--- src/rtl/ts_channel_scheduler.sv ---
// ts_channel_scheduler
// ---------------------------------------------------------------------------
// Packet-boundary round-robin scheduler for four MPEG2-TS input channels.
// One channel at a time owns the shared output path. Ownership is handed over
// only between whole PKT_LEN-byte packets, so the output stream is never
// spliced in the middle of a packet.
//
// Optional feature macro: SCHED_TIMEOUT_EN
//   defined   : a stall counter aborts an owner that presents no byte for
//               TIMEOUT_CYC clocks (pulses timeout, returns to IDLE).
//   undefined : no stall counter, timeout is tied 0, a stalled owner keeps
//               the output indefinitely.
//
// Ports
//   clk        in   system clock, rising edge
//   rst        in   synchronous active-high reset
//   req[3:0]   in   channel i has at least one packet ready
//   valid[3:0] in   channel i presents a byte this cycle
//   sync[3:0]  in   channel i's current byte is a sync byte (with valid[i])
//   mux_ctrl   out  selected channel index (registered)
//   grant[3:0] out  one-hot of mux_ctrl while a channel is owned, 0 in IDLE
//   pkt_active out  high while a packet is being transferred
//   pkt_done   out  one-cycle pulse after the last byte of a packet
//   sync_err   out  one-cycle pulse after an unexpected sync inside a packet
//   timeout    out  one-cycle pulse after a stall abort
// ---------------------------------------------------------------------------
module ts_channel_scheduler #(
   parameter int PKT_LEN     = 188,
   parameter int CNT_W       = 8,
   parameter int TIMEOUT_CYC = 1024,
   parameter int TO_W        = 11
) (
   input  logic       clk,
   input  logic       rst,
   input  logic [3:0] req,
   input  logic [3:0] valid,
   input  logic [3:0] sync,
   output logic [1:0] mux_ctrl,
   output logic [3:0] grant,
   output logic       pkt_active,
   output logic       pkt_done,
   output logic       sync_err,
   output logic       timeout
);

   localparam logic [1:0] IDLE      = 2'd0;
   localparam logic [1:0] WAIT_SYNC = 2'd1;
   localparam logic [1:0] XFER      = 2'd2;

   // Counter widths must be able to hold their terminal values.
   generate
      if ((2 ** CNT_W) <= PKT_LEN || (2 ** TO_W) <= TIMEOUT_CYC) begin : g_bad_cfg
         $error("ts_channel_scheduler: counter width too small for PKT_LEN/TIMEOUT_CYC");
      end
   endgenerate

   logic [1:0]       state_reg, state_next;
   logic [1:0]       sel_reg, sel_next;
   logic [1:0]       last_reg, last_next;
   logic [CNT_W-1:0] cnt_reg, cnt_next;
   logic             done_reg, done_next;
   logic             err_reg, err_next;

   // Round-robin candidates in priority order: last+1, last+2, last+3, last+4
   // (the last one wraps to the previous owner itself, so a lone requester is
   // re-granted).
   logic [1:0] cand_idx [4];
   logic [3:0] cand_hit;
   logic [1:0] pick;

   genvar gi;
   generate
      for (gi = 0; gi < 4; gi++) begin : g_cand
         assign cand_idx[gi] = last_reg + 2'(gi + 1);
         assign cand_hit[gi] = req[cand_idx[gi]];
      end
   endgenerate

   always_comb begin
      pick = cand_idx[3];
      for (int k = 3; k >= 0; k--) begin
         if (cand_hit[k]) pick = cand_idx[k];
      end
   end

   // Only the owning channel's lane is ever looked at.
   logic sel_valid, sel_sync;
   assign sel_valid = valid[sel_reg];
   assign sel_sync  = sync[sel_reg];

`ifdef SCHED_TIMEOUT_EN
   logic [TO_W-1:0] stall_reg, stall_next;
   logic            to_reg, to_next;
`endif

   always_comb begin
      state_next = state_reg;
      sel_next   = sel_reg;
      last_next  = last_reg;
      cnt_next   = cnt_reg;
      done_next  = 1'b0;
      err_next   = 1'b0;

      case (state_reg)
         IDLE: begin
            if (|req) begin
               sel_next   = pick;
               last_next  = pick;
               state_next = WAIT_SYNC;
            end
         end
         WAIT_SYNC: begin
            // Non-sync bytes before the first sync are discarded.
            if (sel_valid && sel_sync) begin
               cnt_next   = CNT_W'(1);
               state_next = XFER;
            end
         end
         XFER: begin
            if (sel_valid) begin
               if (sel_sync && (cnt_reg != '0)) begin
                  // Early sync: treat this byte as the start of a new packet.
                  err_next = 1'b1;
                  cnt_next = CNT_W'(1);
               end else if (cnt_reg == CNT_W'(PKT_LEN - 1)) begin
                  done_next  = 1'b1;
                  cnt_next   = '0;
                  state_next = IDLE;
               end else begin
                  cnt_next = cnt_reg + CNT_W'(1);
               end
            end
         end
         default: begin
            state_next = IDLE;
            cnt_next   = '0;
         end
      endcase

`ifdef SCHED_TIMEOUT_EN
      to_next    = 1'b0;
      stall_next = stall_reg;
      if (state_reg == IDLE) begin
         // Held at zero in IDLE so every WAIT_SYNC entry starts from zero.
         stall_next = '0;
      end else if (sel_valid) begin
         stall_next = '0;
      end else if (stall_reg == TO_W'(TIMEOUT_CYC - 1)) begin
         // last_reg already points at the stalled channel, so it loses its turn.
         to_next    = 1'b1;
         stall_next = '0;
         cnt_next   = '0;
         state_next = IDLE;
      end else begin
         stall_next = stall_reg + TO_W'(1);
      end
`endif
   end

   always_ff @(posedge clk) begin
      if (rst) begin
         state_reg <= IDLE;
         sel_reg   <= 2'd0;
         last_reg  <= 2'd3;
         cnt_reg   <= '0;
         done_reg  <= 1'b0;
         err_reg   <= 1'b0;
      end else begin
         state_reg <= state_next;
         sel_reg   <= sel_next;
         last_reg  <= last_next;
         cnt_reg   <= cnt_next;
         done_reg  <= done_next;
         err_reg   <= err_next;
      end
   end

`ifdef SCHED_TIMEOUT_EN
   always_ff @(posedge clk) begin
      if (rst) begin
         stall_reg <= '0;
         to_reg    <= 1'b0;
      end else begin
         stall_reg <= stall_next;
         to_reg    <= to_next;
      end
   end
   assign timeout = to_reg;
`else
   assign timeout = 1'b0;
`endif

   generate
      for (gi = 0; gi < 4; gi++) begin : g_grant
         assign grant[gi] = (state_reg != IDLE) && (sel_reg == 2'(gi));
      end
   endgenerate

   assign mux_ctrl   = sel_reg;
   assign pkt_active = (state_reg == XFER);
   assign pkt_done   = done_reg;
   assign sync_err   = err_reg;

endmodule

--- config.mk ---
export PLATFORM = sky130hd
export DESIGN_NAME = ts_channel_scheduler
export DESIGN_NICKNAME = d
export VERILOG_FILES = /design/src/rtl/ts_channel_scheduler.sv
export SDC_FILE = /design/constraint.sdc
export NUM_CORES = 1
export LEC_CHECK = 0
export ABC_AREA = 1
export ABC_CLOCK_PERIOD_IN_PS = 2040
export CAP_MARGIN = 20
export CORE_MARGIN = 8
export CORE_UTILIZATION = 40
export DETAILED_ROUTE_END_ITERATION = 16
export MAX_ROUTING_LAYER = met4
export SLEW_MARGIN = 10
export SYNTH_ARGS = -nofsm -noshare
export SYNTH_HDL_FRONTEND = slang
export SYNTH_SLANG_ARGS = --single-unit
export TNS_END_PERCENT = 1
--- constraint.sdc ---
create_clock -name clk -period 2.04 [get_ports clk]
set_input_delay 0.51 -clock clk [delete_from_list [all_inputs] [get_ports clk]]
set_output_delay 0.51 -clock clk [all_outputs]
set_load 0.05 [all_outputs]
* Word level (Yosys, flattened, before mapping)
Index checks and enable logic that the tools add are counted.
** Operators by class
- $add $sub $neg :: 4
- Mux-type cells :: 26
- Reduce and logical (&&, ||, !) cells :: 16
- $lt $le $gt $ge :: 4
- Bitwise operators :: 3
- Equal/unequal tests :: 11
** Operator list (count)
- 2-to-1 mux 8 bit :: 4
- one-hot mux 8 bit (3 select lines) :: 1
- 2-to-1 mux 2 bit :: 8
- less-than comparator 2 x 3 -> 1 bit, second input constant :: 4
- binary-select mux 1 bit (select 2 bit) :: 5
- adder 8 x 1 -> 8 bit, second input constant :: 1
- == test 8 bit, second input constant :: 1
- nonzero test 8 bit :: 1
- OR reduction 4 bit :: 2
- 2-to-1 mux 1 bit :: 7
- == test 2 bit, second input constant :: 3
- logical AND 1 bit :: 6
- inequality test 2 bit, second input constant :: 3
- one-hot mux 2 bit (3 select lines) :: 1
- AND reduction 5 bit :: 1
- adder 2 bit, second input constant :: 2
- == test 2 x 1 -> 1 bit, second input constant :: 2
- zero test 2 bit :: 2
- inequality test 2 x 1 -> 1 bit, second input constant :: 2
- NOT 1 bit :: 3
- AND reduction 3 bit :: 1
- OR reduction 3 bit :: 1
- adder 2 x 1 -> 2 bit, second input constant :: 1
- AND reduction 2 bit :: 1
- nonzero test 2 bit :: 1
** Word-level totals
- Flip-flop bits (word level) :: 16
- Output and inout port bits :: 10
- Logic and storage cells :: 70

* Logic depth before layout (Yosys ltp)
- Depth after elaboration :: 6
- Mapped depth :: 12
- Gate-level depth less buffers :: 11

* Least setup slack after synthesis
Ideal clock, no wire load.
- Path kind :: reg-to-output
- Start :: reg sel_reg[1] (netlist: mux_ctrl[1])
- End :: out grant[3]
- Cell stages (with the launch flop) :: 3
- Slack :: -0.487 ns
- Data arrival time :: 2.017 ns
- Cells stage by stage :: dfxtp_1 -> inv_1 -> nor3_1
** On the way
- Cells in the longest elaborated chain, start to end :: 2
** Ends and longest elaborated chain
- from (decl) :: RTL line 58 : logic [1:0] sel_reg, sel_next;
- from (signal assigned) :: RTL line 170 : sel_reg <= sel_next;
- == test 2 bit :: RTL line 195 : assign grant[gi] = (state_reg != IDLE) && (sel_reg == 2'(gi));
- logical AND 1 bit :: RTL line 195
- to (decl) :: RTL line 39 : output logic [3:0] grant,
Every way passes these cells.

* Worst setup path after layout
- Start :: reg err_reg (netlist: sync_err)
- End :: out sync_err
** RTL lines
- from (decl) :: RTL line 62 : logic err_reg, err_next;
- from (signal assigned) :: RTL line 174 : err_reg <= err_next;
- to (decl) :: RTL line 42 : output logic sync_err,
No word-level cell between the ends.

==> results.py <==
metrics = {
    "pwr": {
        "power.leakage_nw": 0.790,
        "power_frac_clock_pct": 9.3,
        "seqPwrFrac_pct": 21.2,
        "vdd_drop_max_v": 0.000997,
        "powerDensity_nw_per_um2": 1400,
        "p_sw_share_pct": 52.8,
        "cell_internal_pwr_mw": 1.11,
        "fin_total_pwr_mw": 2.35,
        "combPwrFrac_pct": 69.5,
        "p_sw_mw": 1.24,
    },
    "synthesis": {
        "avgSynthCellArea_um2": 6.39,
        "synth_area_leaders": "dfxtp_1 25%, nand2_1 16%, inv_1 8.4%",
        "yosysSeqAreaShare_pct": 24.8,
        "yosysTopAreaCell": "dfxtp_1",
        "syn_inst": 202,
        "synthDistinctLibCells": 30,
        "netlist_area_um2": 1290,
        "ys_warn_count": 0,
        "synth_seq_cells": 16,
        "syn-num-nets": 223,
        "synth_top_area_share_pct": 24.8,
    },
    "cells_and_area": {
        "area_delta_synth_final_pct": 30.1,
        "diodes": 0,
        "drive_gt1_share_pct": 18.1,
        "fin_util_pct": 55.0,
        "layout_common_cells": "54 x nand2_1, 29 x inv_1, 24 x nor2_1",
        "final_cells": 271,
        "largest_register_ffs": 8,
        "layout.cells.most_common": "nand2_1",
        "final_nets": 249,
    },
    "grt": {
        "grt_antenna_before_repair": 0,
        "grt_first_pass_wirelength_um": 5220,
        "gr-usage-all-layers_pct": 12.6,
        "overflow": 0,
        "grt_pass1_vias": 1213,
        "grt_max_degree": 11,
    },
    "setup_path": {
        "required_ns": 1.53,
        "max_stage_delay_ns": 0.79,
        "reg2reg_from": "state_reg[0]$_SDFFE_PP0P_",
        "path_delay_family": "buffers and inverters",
        "cp-end-kind": "output pin",
        "critPathKind": "reg -> out",
        "cp_max_fo": 1,
        "cp_num_buf_inv": 1,
        "cp.arrival_ns": 1.41,
        "crit_start": "sync_err$_SDFF_PP0_",
        "startpoint_type": "flip-flop",
        "crit_slowest_cell": "clkdlybuf4s50_1",
        "path_cells": "clkdlybuf4s50_1",
    },
    "cts": {
        "htreeDepth": 1,
        "cts_root_buf": "clkbuf_4",
        "clock_sinks": 16,
        "cts_tree": "yes",
        "path_clk_slew_ns": 0.11,
        "clock_latency_ns": 0.29,
        "cts_made_buffers": 3,
        "cts_buffer_depth": 2,
    },
    "timing": {
        "maxClockFrequency_mhz": 521,
        "final-max-slew-violation-count": 0,
        "period_share_pct": 94.2,
        "hold_viol_final": 0,
        "rsz0062_at_grt": "no",
        "finalCriticalPeriod_ns": 1.92,
        "finalSetupViolCount": 0,
        "skew_ns": 0.00886,
    },
    "placed_design": {
        "place.gp.congestion": 0.912,
        "port_buffers": 22,
        "dp_hpwl_um": 2500,
        "place_inst": 267,
    },
    "die": {
        "chipWidth_um": 72.8,
        "core-area_um2": 3050,
        "num_rows": 20,
        "die_y_um": 72.8,
        "ioPinCount": 24,
        "dieArea_um2": 5300,
        "start_util_pct": 42.3,
    },
    "drt": {
        "drc_errors": 0,
        "vias_per_cell": 4.75,
        "vias": 1286,
        "drt_pass1_iterations": 4,
        "antenna_left": 0,
        "drt-initial-drc-count": 76,
        "wirelength_um": 2990,
        "detail_route.wl_per_cell_um": 11.0,
    },
    "status": {
        "status": "completed",
    },
    "min_path": {
        "hp-start": "cnt_reg[1]$_SDFFE_PP0P_",
        "hp-class": "reg -> reg",
    },
    "flow_run": {
        "maxCapViolations": 0,
    },
}
## power by group through the flow
stage | Sequential [mW] | Combinational, mW | Clock (mW)
final | 0.498 | 1.64 | 0.219
after global routing | 0.515 | 1.81 | 0.237
after CTS | 0.492 | 1.62 | 0.224
after detailed placement | 0.496 | 1.61 | 0
after global placement | 0.491 | 1.58 | 0
after floorplan | 0.498 | 1.17 | 0
## area by class of cell
class | count | area (um^2)
fill | 316 | 1370
timing repair buffer | 24 | 293
sequential | 16 | 323
multi-input combinational | 151 | 846
tap | 44 | 55.1
clock buffer | 4 | 36.3
inverter | 32 | 128
## synthesized netlist by cell type
cell,instances
o21ai_1,1
and2_1,1
nor2_1,24
nand2_2,7
inv_6,1
nor2_2,1
nor3b_1,1
o21ai_0,2
inv_1,29
inv_4,1
buf_4,2
o21ai_2,1
xnor2_1,2
ha_1,7
conb_1,1
a21oi_4,1
nand3b_1,2
xor2_1,2
nand2_4,5
clkinv_1,1
nand3_2,3
nand4_1,1
nand2_1,54
nor3_1,5
dfxtp_1,16
nand3_1,20
a21oi_1,7
buf_6,1
o21bai_2,1
o211ai_1,2
## final timing paths
check                            endpoint  slack, ns  depth (start not counted)
hold reg to reg   cnt_reg[1]$_SDFFE_PP0P_       0.53                          2
hold / removal    cnt_reg[1]$_SDFFE_PP0P_       0.53                          2
setup / recovery                 sync_err       0.12                          1
setup reg to reg  cnt_reg[3]$_SDFFE_PP0P_       0.46                          8
## routing by layer
| metal | vias up | routed length [um] | GRT usage, % |
|---|---|---|---|
| met5 | - | 0 | - |
| met4 | 0 | 53 | 6.00 |
| met3 | 4 | 113 | 1.79 |
| met2 | 27 | 1490 | 21.2 |
| met1 | 578 | 1320 | 14.4 |
| li1 | 677 | - | - |
## kinds of logic after synthesis
| family | count (synthesis) | synth area share (%) |
|---|---|---|
| XOR/XNOR | 4 | 2.71 |
| adder cells (fa/ha/maj) | 7 | 6.78 |
| other | 1 | 0.290 |
| buffers and inverters | 35 | 11.9 |
| AO/OA/AOI/OAI | 15 | 7.85 |
| flip-flops | 16 | 24.8 |
| AND/OR/NAND/NOR | 124 | 45.6 |
## worst register-to-register path: cells and delay by family (launching register included)
| kind | cells | cell delay [ns] |
|---|---|---|
| buf+inv | 1 | 0.10 |
| compound gates | 1 | 0.20 |
| fa+ha+maj | 1 | 0.33 |
| simple gates | 5 | 0.47 |
| flops | 1 | 0.38 |
## metrics by stage
stage | setup TNS (ns) | worst slack (ns) | cell area, um^2 | hold WS (ns)
floorplan | -0.399 | -0.243 | 1310 | 0.475
global placement | 0 | 0.0941 | 1630 | 0.506
detailed placement | 0 | 0.0459 | 1630 | 0.519
CTS | 0 | 0.00256 | 1670 | 0.534
global route | 0 | 0.0607 | 1680 | 0.551
finish | 0 | 0.119 | 1680 | 0.530
## what timing repair did
| item | in CTS | in global routing |
|---|---|---|
| setup buffers | 0 | 0 |
| gates resized for setup | 1 | 4 |
| endpoints found under the setup margin | 3 | 4 |
| cloned | 0 | 0 |
| pin swaps | 2 | 1 |
| hold endpoints to repair | 0 | 0 |
| hold buffers | 0 | 0 |
(Power assumes the default switching activity.)
